`config.mk`:
```
export PLATFORM = sky130hd
export DESIGN_NAME = alu_core
export DESIGN_NICKNAME = d
export VERILOG_FILES = /design/src/rtl/alu_pkg.sv /design/src/rtl/alu_compute.sv /design/src/rtl/alu_core.sv
export SDC_FILE = /design/constraint.sdc
export NUM_CORES = 1
export LEC_CHECK = 0
export CAP_MARGIN = 10
export CORE_MARGIN = 10
export CORE_UTILIZATION = 30
export DETAILED_ROUTE_END_ITERATION = 8
export GPL_ROUTABILITY_DRIVEN = 0
export PLACE_DENSITY = 0.51
export SLEW_MARGIN = 20
export SYNTH_ARGS = -nofsm -noshare
export SYNTH_HDL_FRONTEND = slang
export SYNTH_SLANG_ARGS = --single-unit
```
`constraint.sdc`:
```
create_clock -name CLK -period 8.3 [get_ports CLK]
set_input_delay 0.83 -clock CLK [delete_from_list [all_inputs] [get_ports CLK]]
set_output_delay 0.83 -clock CLK [all_outputs]
set_load 0.05 [all_outputs]
```
`src/rtl/alu_pkg.sv`:
```
// Shared definitions for the ALU datapath: command codes per MODE,
// operand-valid encodings, result flag bundle and rotate-field sizing.
package alu_pkg;

    // Default operand width; the rotate field is log2 of the operand width.
    localparam int ALU_WIDTH_DEF = 4;

    // Number of OPB bits that form the rotate amount for a given operand width.
    function automatic int rot_field_w(input int w);
        return (w > 1) ? $clog2(w) : 1;
    endfunction

    localparam int ROT_W = rot_field_w(ALU_WIDTH_DEF);

    // Arithmetic command set (MODE = 1)
    localparam logic [3:0] ARITH_ADD     = 4'd0;
    localparam logic [3:0] ARITH_SUB     = 4'd1;
    localparam logic [3:0] ARITH_ADD_CIN = 4'd2;
    localparam logic [3:0] ARITH_SUB_CIN = 4'd3;
    localparam logic [3:0] ARITH_INC_A   = 4'd4;
    localparam logic [3:0] ARITH_DEC_A   = 4'd5;
    localparam logic [3:0] ARITH_INC_B   = 4'd6;
    localparam logic [3:0] ARITH_DEC_B   = 4'd7;
    localparam logic [3:0] ARITH_CMP     = 4'd8;
    localparam logic [3:0] ARITH_MUL_INC = 4'd9;
    localparam logic [3:0] ARITH_MUL_SHL = 4'd10;
    localparam logic [3:0] ARITH_SADD    = 4'd11;
    localparam logic [3:0] ARITH_SSUB    = 4'd12;

    // Logical command set (MODE = 0)
    localparam logic [3:0] LOGIC_AND     = 4'd0;
    localparam logic [3:0] LOGIC_NAND    = 4'd1;
    localparam logic [3:0] LOGIC_OR      = 4'd2;
    localparam logic [3:0] LOGIC_NOR     = 4'd3;
    localparam logic [3:0] LOGIC_XOR     = 4'd4;
    localparam logic [3:0] LOGIC_XNOR    = 4'd5;
    localparam logic [3:0] LOGIC_NOT_A   = 4'd6;
    localparam logic [3:0] LOGIC_NOT_B   = 4'd7;
    localparam logic [3:0] LOGIC_SHR1_A  = 4'd8;
    localparam logic [3:0] LOGIC_SHL1_A  = 4'd9;
    localparam logic [3:0] LOGIC_SHR1_B  = 4'd10;
    localparam logic [3:0] LOGIC_SHL1_B  = 4'd11;
    localparam logic [3:0] LOGIC_ROL_A_B = 4'd12;
    localparam logic [3:0] LOGIC_ROR_A_B = 4'd13;

    // INP_VALID encodings: bit0 = OPA valid, bit1 = OPB valid
    localparam logic [1:0] VLD_NONE = 2'b00;
    localparam logic [1:0] VLD_A    = 2'b01;
    localparam logic [1:0] VLD_B    = 2'b10;
    localparam logic [1:0] VLD_AB   = 2'b11;

    // Status flags that travel alongside RES
    typedef struct packed {
        logic cout;
        logic oflow;
        logic g;
        logic e;
        logic l;
        logic err;
    } alu_flags_t;

endpackage

```
`src/rtl/alu_compute.sv`:
```
// Combinational ALU core: maps one registered command and its operands to
// the next RES value and flag set. Fault cases (undefined command, missing
// operand, out-of-range rotate) force RES to zero with only ERR raised.
module alu_compute
    import alu_pkg::*;
#(
    parameter int width     = 4,
    parameter int CMD_WIDTH = 4
) (
    input  logic                 mode_i,
    input  logic [CMD_WIDTH-1:0] cmd_i,
    input  logic [1:0]           inp_valid_i,
    input  logic [width-1:0]     opa_i,
    input  logic [width-1:0]     opb_i,
    input  logic                 cin_i,
    output logic [2*width-1:0]   res_o,
    output alu_flags_t           flags_o,
    output logic                 is_mul_o
);

    localparam int RW = rot_field_w(width);
    localparam int W2 = 2 * width;

    logic [3:0]       cmd_lo_s;
    logic             cmd_hi_s;
    logic [width:0]   ax_s;
    logic [width:0]   bx_s;
    logic [width:0]   sax_s;
    logic [width:0]   sbx_s;
    logic [width:0]   one_x_s;
    logic [width:0]   cin_x_s;
    logic [width:0]   tmp_s;
    logic [width-1:0] shl_a_s;
    logic [width-1:0] rol_s;
    logic [width-1:0] ror_s;
    logic [width-1:0] lres_s;
    logic [RW-1:0]    amt_s;
    logic             rot_bad_s;
    logic             rot_cmd_s;
    logic             defined_s;
    logic [1:0]       need_s;
    logic             fault_s;
    logic [W2-1:0]    res_raw_s;
    alu_flags_t       flags_raw_s;

    // Split the command into its 4-bit code and any extra upper bits,
    // which make the command undefined when set.
    assign cmd_lo_s = 4'(cmd_i);
    assign cmd_hi_s = (cmd_i >> 4) != '0;

    // Multiplies take the extra pipeline stage in the top level.
    assign is_mul_o = mode_i && !cmd_hi_s &&
                      ((cmd_lo_s == ARITH_MUL_INC) || (cmd_lo_s == ARITH_MUL_SHL));

    // Widened, sign-extended and rotated operand views shared by the commands
    always_comb begin
        ax_s      = {1'b0, opa_i};
        bx_s      = {1'b0, opb_i};
        sax_s     = {opa_i[width-1], opa_i};
        sbx_s     = {opb_i[width-1], opb_i};
        one_x_s   = {{width{1'b0}}, 1'b1};
        cin_x_s   = {{width{1'b0}}, cin_i};
        shl_a_s   = {opa_i[width-2:0], 1'b0};
        amt_s     = opb_i[RW-1:0];
        rot_bad_s = (opb_i >> RW) != '0;
        // A shift by the full width yields zero, so amount 0 rotates cleanly.
        rol_s     = (opa_i << amt_s) | (opa_i >> (width - int'(amt_s)));
        ror_s     = (opa_i >> amt_s) | (opa_i << (width - int'(amt_s)));
    end

    // Command decode: raw result, raw flags and the operands each command needs
    always_comb begin
        tmp_s       = '0;
        lres_s      = '0;
        res_raw_s   = '0;
        flags_raw_s = '0;
        need_s      = VLD_AB;
        defined_s   = 1'b1;
        rot_cmd_s   = 1'b0;
        if (cmd_hi_s) begin
            defined_s = 1'b0;
        end else if (mode_i) begin
            case (cmd_lo_s)
                ARITH_ADD: begin
                    tmp_s            = ax_s + bx_s;
                    res_raw_s        = W2'(tmp_s);
                    flags_raw_s.cout = tmp_s[width];
                end
                ARITH_SUB: begin
                    tmp_s             = ax_s - bx_s;
                    res_raw_s         = W2'(tmp_s);
                    flags_raw_s.oflow = (opa_i < opb_i);
                end
                ARITH_ADD_CIN: begin
                    tmp_s            = ax_s + bx_s + cin_x_s;
                    res_raw_s        = W2'(tmp_s);
                    flags_raw_s.cout = tmp_s[width];
                end
                ARITH_SUB_CIN: begin
                    tmp_s             = ax_s - bx_s - cin_x_s;
                    res_raw_s         = W2'(tmp_s);
                    flags_raw_s.oflow = (ax_s < (bx_s + cin_x_s));
                end
                ARITH_INC_A: begin
                    tmp_s     = ax_s + one_x_s;
                    res_raw_s = W2'(tmp_s);
                    need_s    = VLD_A;
                end
                ARITH_DEC_A: begin
                    tmp_s     = ax_s - one_x_s;
                    res_raw_s = W2'(tmp_s);
                    need_s    = VLD_A;
                end
                ARITH_INC_B: begin
                    tmp_s     = bx_s + one_x_s;
                    res_raw_s = W2'(tmp_s);
                    need_s    = VLD_B;
                end
                ARITH_DEC_B: begin
                    tmp_s     = bx_s - one_x_s;
                    res_raw_s = W2'(tmp_s);
                    need_s    = VLD_B;
                end
                ARITH_CMP: begin
                    flags_raw_s.g = (opa_i > opb_i);
                    flags_raw_s.e = (opa_i == opb_i);
                    flags_raw_s.l = (opa_i < opb_i);
                end
                ARITH_MUL_INC: begin
                    res_raw_s = W2'(ax_s + one_x_s) * W2'(bx_s + one_x_s);
                end
                ARITH_MUL_SHL: begin
                    res_raw_s = W2'(shl_a_s) * W2'(opb_i);
                end
                ARITH_SADD: begin
                    tmp_s             = sax_s + sbx_s;
                    res_raw_s         = W2'(tmp_s);
                    flags_raw_s.oflow = (opa_i[width-1] == opb_i[width-1]) &&
                                        (tmp_s[width-1] != opa_i[width-1]);
                    flags_raw_s.g     = ($signed(opa_i) >  $signed(opb_i));
                    flags_raw_s.e     = (opa_i == opb_i);
                    flags_raw_s.l     = ($signed(opa_i) <  $signed(opb_i));
                end
                ARITH_SSUB: begin
                    tmp_s             = sax_s - sbx_s;
                    res_raw_s         = W2'(tmp_s);
                    flags_raw_s.oflow = (opa_i[width-1] != opb_i[width-1]) &&
                                        (tmp_s[width-1] != opa_i[width-1]);
                    flags_raw_s.g     = ($signed(opa_i) >  $signed(opb_i));
                    flags_raw_s.e     = (opa_i == opb_i);
                    flags_raw_s.l     = ($signed(opa_i) <  $signed(opb_i));
                end
                default: begin
                    defined_s = 1'b0;
                end
            endcase
        end else begin
            case (cmd_lo_s)
                LOGIC_AND:     lres_s = opa_i & opb_i;
                LOGIC_NAND:    lres_s = ~(opa_i & opb_i);
                LOGIC_OR:      lres_s = opa_i | opb_i;
                LOGIC_NOR:     lres_s = ~(opa_i | opb_i);
                LOGIC_XOR:     lres_s = opa_i ^ opb_i;
                LOGIC_XNOR:    lres_s = ~(opa_i ^ opb_i);
                LOGIC_NOT_A: begin
                    lres_s = ~opa_i;
                    need_s = VLD_A;
                end
                LOGIC_NOT_B: begin
                    lres_s = ~opb_i;
                    need_s = VLD_B;
                end
                LOGIC_SHR1_A: begin
                    lres_s = {1'b0, opa_i[width-1:1]};
                    need_s = VLD_A;
                end
                LOGIC_SHL1_A: begin
                    lres_s = shl_a_s;
                    need_s = VLD_A;
                end
                LOGIC_SHR1_B: begin
                    lres_s = {1'b0, opb_i[width-1:1]};
                    need_s = VLD_B;
                end
                LOGIC_SHL1_B: begin
                    lres_s = {opb_i[width-2:0], 1'b0};
                    need_s = VLD_B;
                end
                LOGIC_ROL_A_B: begin
                    lres_s    = rol_s;
                    rot_cmd_s = 1'b1;
                end
                LOGIC_ROR_A_B: begin
                    lres_s    = ror_s;
                    rot_cmd_s = 1'b1;
                end
                default: begin
                    defined_s = 1'b0;
                end
            endcase
            res_raw_s = W2'(lres_s);
        end
    end

    // Any fault replaces the result with zero and raises ERR alone.
    assign fault_s = !defined_s ||
                     ((inp_valid_i & need_s) != need_s) ||
                     (rot_cmd_s && rot_bad_s);

    // Final result selection between the raw result and the fault pattern
    always_comb begin
        res_o   = '0;
        flags_o = '0;
        if (fault_s) begin
            flags_o.err = 1'b1;
        end else begin
            res_o   = res_raw_s;
            flags_o = flags_raw_s;
        end
    end

endmodule

```
`src/rtl/alu_core.sv`:
```
// Registered two-operand ALU. Inputs are captured in an input stage, most
// commands retire one edge later; multiplies pass through an extra stage.
// When a multiply and a later non-multiply retire together, the
// non-multiply (issued later) owns the output register.
module alu_core
    import alu_pkg::*;
#(
    parameter int width     = 4,
    parameter int CMD_WIDTH = 4
) (
    input  logic                 CLK,
    input  logic                 RST,
    input  logic                 CE,
    input  logic                 MODE,
    input  logic [CMD_WIDTH-1:0] CMD,
    input  logic [1:0]           INP_VALID,
    input  logic [width-1:0]     OPA,
    input  logic [width-1:0]     OPB,
    input  logic                 CIN,
    output logic [2*width-1:0]   RES,
    output logic                 COUT,
    output logic                 OFLOW,
    output logic                 G,
    output logic                 E,
    output logic                 L,
    output logic                 ERR
);

    // Input stage
    logic                 mode_q;
    logic [CMD_WIDTH-1:0] cmd_q;
    logic [1:0]           vld_q;
    logic [width-1:0]     opa_q;
    logic [width-1:0]     opb_q;
    logic                 cin_q;

    // Multiply stage
    logic                 mul_vld_q;
    logic                 mul_vld_d;
    logic [2*width-1:0]   mul_res_q;
    logic [2*width-1:0]   mul_res_d;
    logic                 mul_err_q;
    logic                 mul_err_d;

    // Output stage
    logic [2*width-1:0]   res_q;
    logic [2*width-1:0]   res_d;
    alu_flags_t           flags_q;
    alu_flags_t           flags_d;

    // Compute results
    logic [2*width-1:0]   comp_res_s;
    alu_flags_t           comp_flags_s;
    logic                 is_mul_s;

    alu_compute #(
        .width     (width),
        .CMD_WIDTH (CMD_WIDTH)
    ) u_compute (
        .mode_i      (mode_q),
        .cmd_i       (cmd_q),
        .inp_valid_i (vld_q),
        .opa_i       (opa_q),
        .opb_i       (opb_q),
        .cin_i       (cin_q),
        .res_o       (comp_res_s),
        .flags_o     (comp_flags_s),
        .is_mul_o    (is_mul_s)
    );

    // Next state of the multiply stage: load when the input stage holds a multiply
    always_comb begin
        mul_vld_d = is_mul_s;
        mul_res_d = mul_res_q;
        mul_err_d = mul_err_q;
        if (is_mul_s) begin
            mul_res_d = comp_res_s;
            mul_err_d = comp_flags_s.err;
        end else begin
            mul_res_d = mul_res_q;
            mul_err_d = mul_err_q;
        end
    end

    // Next output: a non-multiply retires directly, else a pending multiply, else hold
    always_comb begin
        res_d   = res_q;
        flags_d = flags_q;
        if (!is_mul_s) begin
            res_d   = comp_res_s;
            flags_d = comp_flags_s;
        end else if (mul_vld_q) begin
            res_d       = mul_res_q;
            flags_d     = '0;
            flags_d.err = mul_err_q;
        end else begin
            res_d   = res_q;
            flags_d = flags_q;
        end
    end

    // Input stage capture
    always_ff @(posedge CLK or negedge RST) begin
        if (!RST) begin
            mode_q <= 1'b0;
            cmd_q  <= '0;
            vld_q  <= 2'b00;
            opa_q  <= '0;
            opb_q  <= '0;
            cin_q  <= 1'b0;
        end else if (CE) begin
            mode_q <= MODE;
            cmd_q  <= CMD;
            vld_q  <= INP_VALID;
            opa_q  <= OPA;
            opb_q  <= OPB;
            cin_q  <= CIN;
        end
    end

    // Multiply stage; reset discards any product still in flight
    always_ff @(posedge CLK or negedge RST) begin
        if (!RST) begin
            mul_vld_q <= 1'b0;
            mul_res_q <= '0;
            mul_err_q <= 1'b0;
        end else if (CE) begin
            mul_vld_q <= mul_vld_d;
            mul_res_q <= mul_res_d;
            mul_err_q <= mul_err_d;
        end
    end

    // Output stage
    always_ff @(posedge CLK or negedge RST) begin
        if (!RST) begin
            res_q   <= '0;
            flags_q <= '0;
        end else if (CE) begin
            res_q   <= res_d;
            flags_q <= flags_d;
        end
    end

    assign RES   = res_q;
    assign COUT  = flags_q.cout;
    assign OFLOW = flags_q.oflow;
    assign G     = flags_q.g;
    assign E     = flags_q.e;
    assign L     = flags_q.l;
    assign ERR   = flags_q.err;

endmodule

```
# Yosys cells after proc, flatten, opt, wreduce, memory -nomap -nowiden
# Index checks and enable logic that the tools add are counted.
# totals
mem_bits_rw	0
latchBits	0
in_bits	19
memories	0
romBits	0
ff_bits	40
elab_cells	114
# classes
n_mul	2
n_mux	22
n_bitwise	11
n_lt_le_gt_ge	5
eq_ne	20
n_reduce_logical	20
div	0
addsub	14
n_shift	4
# op_table
op	n
$pmux W8 S12	1
$pmux W4 S14	1
$mux W8	4
$shl A4 B32 Y4	1
$shr A4 B32 Y4	1
$eq A4 B4 Y1 const B	6
$add A4 B1 Y5 const B	4
$not A4 Y4	5
$eq A4 B3 Y1 const B	4
$reduce_or A14 Y1	1
$reduce_or A13 Y1	1
$mux W6	2
$or A4 B4 Y4	3
$add A4 B4 Y5	2
$mux W5	2
$sub A4 B1 Y5 const B	2
$sub A4 B4 Y5	2
$eq A4 B2 Y1 const B	2
$gt A4 B4 Y1	2
$lt A4 B4 Y1	2
$mul A8 B8 Y8	1
$pmux W2 S2	2
$reduce_or A2 Y1	4
$mul A3 B4 Y7	1
28 further kinds	42

# Logic depth before layout (Yosys ltp)
# Gate-level depths: netlist of run 1.
# logic_depth
ltp_word	10
depth_mapped	19
ltp_nobuf	16

# Hierarchy
# A second synthesis of run 1 with hierarchy kept.
# hier_totals
hier_cells	576
hier_area_um2	5009.8
# by_module_without_submodules
module	cells_per_inst	area_each_um2	instances
alu_compute	465	3445.8	1
alu_core	111	1564.0	1

# Worst setup path before layout of run 1
# Ideal clock, no wire load.
# synth_timing
kind	register to register
from	register opb_q[0]
to	register res_q[4] (netlist: RES[4])
arrival_time_ns	4.069
setup_slack_ns	4.108
stages_incl_launch_ff	19
n_path_buf	4
cell_sequence	dfrtp_1 buf_2 buf_2 inv_1 ha_1 clkbuf_1 clkbuf_1 nand2b_1 fa_1 fa_1 inv_1 ha_1 xor2_1 nand2_1 o211ai_1 a2111oi_0 o211ai_1 nand3_1 a21oi_1
# synth_via
elab_chain_cells	6
# synth_lines
element	line_no	text
from (decl)	alu_core.sv:34	logic [width-1:0] opb_q;
from (signal assigned)	alu_core.sv:109	opb_q <= '0;
from (signal assigned)	alu_core.sv:116	opb_q <= OPB;
$add A4 B1 Y5, or another cell as far along	alu_compute.sv:115, alu_compute.sv:130	
$mul A8 B8 Y8, or another cell as far along	alu_compute.sv:130	res_raw_s = W2'(ax_s + one_x_s) * W2'(bx_s + one_x_s);
$pmux W8 S12 (*)	alu_compute.sv:83	case (cmd_lo_s)
$mux W8 (*)	alu_compute.sv:82	end else if (mode_i) begin
$mux W8 (*)	alu_compute.sv:214	if (fault_s) begin
$mux W8 (*)	alu_core.sv:89	if (!is_mul_s) begin
to (signal assigned)	alu_core.sv:140	res_q <= res_d;
to (decl)	alu_core.sv:46	logic [2*width-1:0] res_q;
# Mark *: on every way between the ends. The rest lies on a longest branch, timed or not.
# A chain may end at the register's enable or synchronous reset.

# Worst setup path after layout of run 1
# Ends and elaborated chain as after synthesis.

==> results of run 1 <==
-- worst register-to-register path: cells and delay by family, from the launching register on --
family / cells / cell delay [ps]
adders and majority gates: 4 / 1830
buffers and inverters: 1 / 40
DFF: 1 / 870
AOI/OAI and AO/OA: 4 / 780
and+or+nand+nor: 4 / 590
xor gates and xnor gates: 2 / 640
-- cell usage in the layout, fill, tap and decap left out, drive strengths merged, types with 6 or more instances in the layout --
cell type and instances:
ha 45, nand2b 17, xor2 9, nor3 23, o22ai 9, nor2b 10, dfrtp 40, mux2i 10
nand2 73, clkdlybuf4s50 31, inv 39, and2 6, nor2 56, nand3 21, a21oi 46, a21o 8
o31ai 9, o21ai 36, xnor2 20, buf 8, fa 13, a31oi 8
-- cell type report --
cell class / instances / area (um^2) / share of cell area, %
Sequential cell: 40 / 1000 / 18.3
Inverter: 38 / 143 / 2.61
Timing Repair Buffer: 39 / 368 / 6.73
Tap cell: 216 / 270 / 4.94
Multi-Input combinational cell: 505 / 3510 / 64.3
Clock buffer: 5 / 125 / 2.29
Clock inverter: 3 / 46.3 / 0.847
-- metal layers --
metal,vias up,global-route usage (%),wire length (um)
li1,2232,-,-
met2,222,22.7,7350
met1,2260,20.2,7500
met3,15,3.75,1410
met5,-,0,0
met4,0,3.07,225
-- stage by stage --
step / worst slack, ps / instances / hold slack (ps)
5_1_grt: 3180 / 846 / 515
3_5_place_dp: 3530 / 838 / 461
6_report: 3430 / 846 / 478
2_1_floorplan: 4110 / 628 / 439
4_1_cts: 3510 / 846 / 476
3_3_place_gp: 3620 / 838 / 451
-- worst paths after layout --
kind | start | endpoint | slack (ps) | depth (start not counted)
setup reg to reg | opb_q[0] | RES[4] | 3430 | 15
max in group asynchronous | RST | opa_q[0] | 7020 | 1
hold / removal | mul_res_q[4] | mul_res_q[4] | 480 | 2
hold reg to reg | mul_res_q[4] | mul_res_q[4] | 480 | 2
min in group asynchronous | RST | mul_res_q[7] | 680 | 1
setup / recovery | opb_q[0] | RES[4] | 3430 | 15
-- power groups by stage --
stage / Sequential (W) / Clock, W / Combinational [W]
after floorplan: 0.000249 / 0 / 0.000323
after global placement: 0.000245 / 0 / 0.000451
after detailed placement: 0.000247 / 0 / 0.000453
after CTS: 0.000243 / 0.000236 / 0.000456
after global routing: 0.000247 / 0.000246 / 0.000511
final: 0.000244 / 0.000232 / 0.000464
-- kinds of logic (layout without fill, tap and decap cells) --
logic type                 count (synthesis)  after routing  share of synthesized area, %
muxes                                     15             15                          3.21
adders and majority gates                 58             58                          16.9
buffers and inverters                     83             85                          7.32
AOI/OAI and AO/OA                        172            172                          23.7
xor gates and xnor gates                  30             30                          5.68
DFF                                       40             40                          20.5
and+or+nand+nor                          230            230                          22.7
-- sequential cells by signal (all words and copies together), names as in the netlist, 2 cells and up --
name	cells
vld_q	2
opb_q	4
RES	8
cmd_q	4
opa_q	4
mul_res_q	8
==> run summary, run 1 <==
status: completed
relative slew slack: 37.2%
mean area per synthesized cell: 7.76 um^2
critical-path cell with the highest stage delay: dfrtp_1
worst-path cell chain: nand3_1, xnor2_1, nand2b_1, fa_1, fa_1, fa_1, inv_1, ha_1, xor2_1, nand2_1, o211ai_1, a2111oi_0, o211ai_1, nand3_1, a21oi_1
CP required: 8480 ps
DP Area: 0.00530 mm^2
Clock Power Share: 24.7%
Slew Viols, Final: 0
Worst Path Buf+Inv: 1
Area Overhead vs Synth: 12.2%
sequential power share: 25.9%
H-tree depth: 2
WL/cell: 19.5 um
worst-margin pin slew: 941 ps
P_int: 0.000530 W
Die Wd: 147 um
fmax: 205 MHz
Residual DRC: 0
number of synthesized flops with an enable pin: 0
Hold Crit Class: reg -> reg
Cell Area, Synth: 0.00487 mm^2
Final nets: 706
Clock transition at path regs: 60 ps
Area contributors post-synth: dfrtp_1, ha_1, nand2_1, fa_1, a21oi_1
RSZ-0062 raised after global routing: no
Max-Cap Viols: 0
root buf cell: clkbuf_16
CTS buffer count: 5
Critical Path End Type: register
number of global-route vias before repair: 4616
total iterations of the first detailed-routing run: 5
Switching Fraction: 43.6%
Synth async-reset ratio: 100%
Sw Pwr: 0.000409 W
slowest stage delay, CP: 870 ps
register bit count reported by yosys: 40
die height: 147 um
TritonCTS clock tree: yes
initial antenna violation count: 0
DR iter-0 viols: 546
Final HPWL DP: 12300 um
antenna cells: 0
FP Rows: 46
largest net degree at the start of global routing: 47
first-pass GRT wire length: 26000 um
Main synth FF type: dfrtp_1
VDD IR-drop max: 74.7 uV
Initial Util: 30.7%
Largest delay share family, worst path: adder cells
crit path DAT: 5040 ps
synthesized instance count: 628
clock sinks: 40
I/O pin count: 33
core area: 0.0159 mm^2
Routed Antenna Nets: 0
Yosys cell types: 68
combinational power share: 49.4%
critical-path maximum fanout: 23
Design Area, Final: 0.00547 mm^2
# Post-CTS Setup Buffers: 0
Total Wirelength: 16500 um
total power: 0.000940 W
setup TNS: 0 ps
via count of the routed design: 4729
Yosys warnings: 0
most frequent CP cell: fa_1
crit start category: register
fin crit share: 58.6%
cell with the most instances after synthesis: nand2_1
clk_skew: 4.55 ps
# hold bufs at CTS: 0
synth cell count leaders: nand2_1, nor2_1, a21oi_1
share of the synthesized area in the top cell type: 20.5%
leakage: 2.32 nW
final setup vio count: 0
GRT Total Usage: 14.7%
Longest Clk Path Bufs: 2
share of layout cells above drive strength 1: 5.56%
vias per inst: 5.59
PortBufs: 32
cts repair resizes: 0
Hold Violations, Final: 0
Worst-Skew Late Latency: 290 ps
Die ar.: 0.0217 mm^2
post-synthesis sequential area ratio: 20.5%
CP Class: reg -> reg
pwr dens: 172 mW/mm^2
Post-Syn Nets: 705
total grt overflow: 0
Tmin final: 4870 ps
Final Core Density: 34.4%
area leader, netlist: dfrtp_1
Layout fillers: 1741
No activity file was read; power rests on OpenSTA's default activity.
==> run 2: changes to the inputs <==
- clock period: 8.3 -> 5 ns (I/O delays scaled with it)
==> run summary, run 2 (synthesis results as in run 1) <==
Critical Path End Type: register
slowest stage delay, CP: 550 ps (-320 ps)
PortBufs: 32 (unchanged)
Switching Fraction: 43.7% (+0.15 points)
first-pass GRT wire length: 27000 um (+3.7%)
critical-path cell with the highest stage delay: fa_1
Worst-Skew Late Latency: 300 ps (about the same)
Sw Pwr: 0.000694 W (+69%)
most frequent CP cell: fa_1
GRT Total Usage: 15.1% (+0.36 points)
Clock Power Share: 25.1% (+0.4 points)
vias per inst: 5.74 (+2.7%)
clock sinks: 40 (unchanged)
die height: 147 um (unchanged)
critical-path maximum fanout: 9 (-61%)
CP Class: reg -> reg
Area Overhead vs Synth: 13.9%
Clock transition at path regs: 80 ps (+20 ps)
Setup WS post-layout: 603 ps (-2830 ps)
antenna cells: 0 (unchanged)
Max-Cap Viols: 0 (unchanged)
total iterations of the first detailed-routing run: 7 (+2)
crit path DAT: 4580 ps (-460 ps)
leakage: 2.38 nW (+2.3%)
worst-path cell chain: inv_2, xnor2_1, buf_4, nand2b_1, fa_1, fa_1, fa_1, inv_1, ha_1, xor2_1, nand2_1, o211ai_1, a2111oi_0, o211ai_1, nand3_1, a21oi_1
sequential power share: 24.4% (-1.5 points)
Final nets: 717 (+1.6%)
H-tree depth: 2 (unchanged)
initial antenna violation count: 0 (unchanged)
share of layout cells above drive strength 1: 7.18% (+1.6 points)
Tmin final: 4400 ps (-470 ps)
total grt overflow: 0 (unchanged)
pwr dens: 286 mW/mm^2 (+66%)
Longest Clk Path Bufs: 2 (unchanged)
final setup vio count: 0 (unchanged)
pre-CTS setup slack: 627 ps (-2900 ps)
Layout fillers: 1719 (-1.3%)
most frequent cells in the layout: nand2_1, nor2_1, a21oi_1, ha_1, dfrtp_1
crit start category: register
Largest delay share family, worst path: adder cells
Worst Path Buf+Inv: 3 (+2)
number of global-route vias before repair: 4793 (+3.8%)
largest net degree at the start of global routing: 41 (-13%)
CP required: 5180 ps (-3300 ps)
status: completed
worst-margin pin slew: 961 ps (+20.2 ps)
Die ar.: 0.0217 mm^2 (unchanged)
root buf cell: clkbuf_16
CTS buffer count: 5 (unchanged)
most common cell after layout, fill and taps aside: nand2_1
RSZ-0062 raised after global routing: no
WL/cell: 19.6 um (+0.75%)
fin crit share: 87.9% (+29 points)
fmax: 227 MHz (+11%)
cts repair resizes: 0 (unchanged)
relative slew slack: 35.9% (-1.3 points)
VDD IR-drop max: 146 uV (+96%)
Total Wirelength: 16800 um (+2.1%)
Routed Antenna Nets: 0 (unchanged)
Hold Violations, Final: 0 (unchanged)
# hold bufs at CTS: 0 (unchanged)
clk_skew: 17.0 ps (+12.4 ps)
P_int: 0.000893 W (+68%)
DR iter-0 viols: 705 (+29%)
core area: 0.0159 mm^2 (unchanged)
Slew Viols, Final: 0 (unchanged)
FP Rows: 46 (unchanged)
Hold Crit Class: in -> async
Die Wd: 147 um (unchanged)
combinational power share: 50.5% (+1.1 points)
Initial Util: 30.7% (unchanged)
TritonCTS clock tree: yes
via count of the routed design: 4919 (+4.0%)
Final HPWL DP: 12700 um (+3.2%)
I/O pin count: 33 (unchanged)
Residual DRC: 0 (unchanged)
setup TNS: 0 ps (unchanged)
# Post-CTS Setup Buffers: 0 (unchanged)
run 2: final cells by class:
type	instances	area, um^2	share of cell area [%]
clock buffers	5	125	2.25
flip-flops and latches	40	1000	18.0
inverters	38	143	2.57
clock inverters	3	46.3	0.834
repair buffers	50	450	8.12
multi-input cells	505	3510	63.3
well taps	216	270	4.87
run 2: final timing paths:
kind / from / to / slack [ps] / depth (start not counted)
setup reg to reg: opb_q[3] / RES[4] / 600 / 16
hold reg to reg: mul_res_q[4] / mul_res_q[4] / 480 / 2
setup / recovery: opb_q[3] / RES[4] / 600 / 16
hold / removal: RST / mul_res_q[1] / 360 / 1
min in group CLK: mul_res_q[4] / mul_res_q[4] / 480 / 2
max in group asynchronous: RST / cmd_q[2] / 4040 / 1
run 2: power by group through the flow:
stage,Combinational [W],Clock (W),Sequential (W)
floorplan,0.000536,0,0.000413
global placement,0.000781,0,0.000390
detailed placement,0.000784,0,0.000393
CTS,0.000788,0.000404,0.000387
global route,0.000878,0.000418,0.000390
finish,0.000801,0.000398,0.000387
run 2: routing by layer:
layer  global-route usage (%)  vias to the layer above  part of all wire, %
met5                        0                        -                    0
li1                         -                     2252                    -
met4                     4.21                        0                  3.2
met3                     2.63                       53                  9.5
met1                     21.3                     2329                   45
met2                     23.0                      285                   43
run 2: worst reg2reg max path, cell delays in order (launching register included):
cell and delay (ps):
dfrtp_1 540, inv_2 180, xnor2_1 160, buf_4 160
nand2b_1 160, fa_1 490, fa_1 520, fa_1 550
inv_1 40, ha_1 320, xor2_1 170, nand2_1 70
o211ai_1 100, a2111oi_0 400, o211ai_1 220, nand3_1 130
a21oi_1 60
run 2: stage by stage:
stage	hold slack (ps)	util (%)	cells	area, um^2	total power, W
5_1_grt	451	34.9	857	5550	0.00169
2_1_floorplan	204	-	628	4870	0.000949
3_3_place_gp	451	33.9	849	5380	0.00117
6_report	357	34.9	857	5550	0.00159
4_1_cts	395	34.9	857	5550	0.00158
3_5_place_dp	465	33.9	849	5380	0.00118
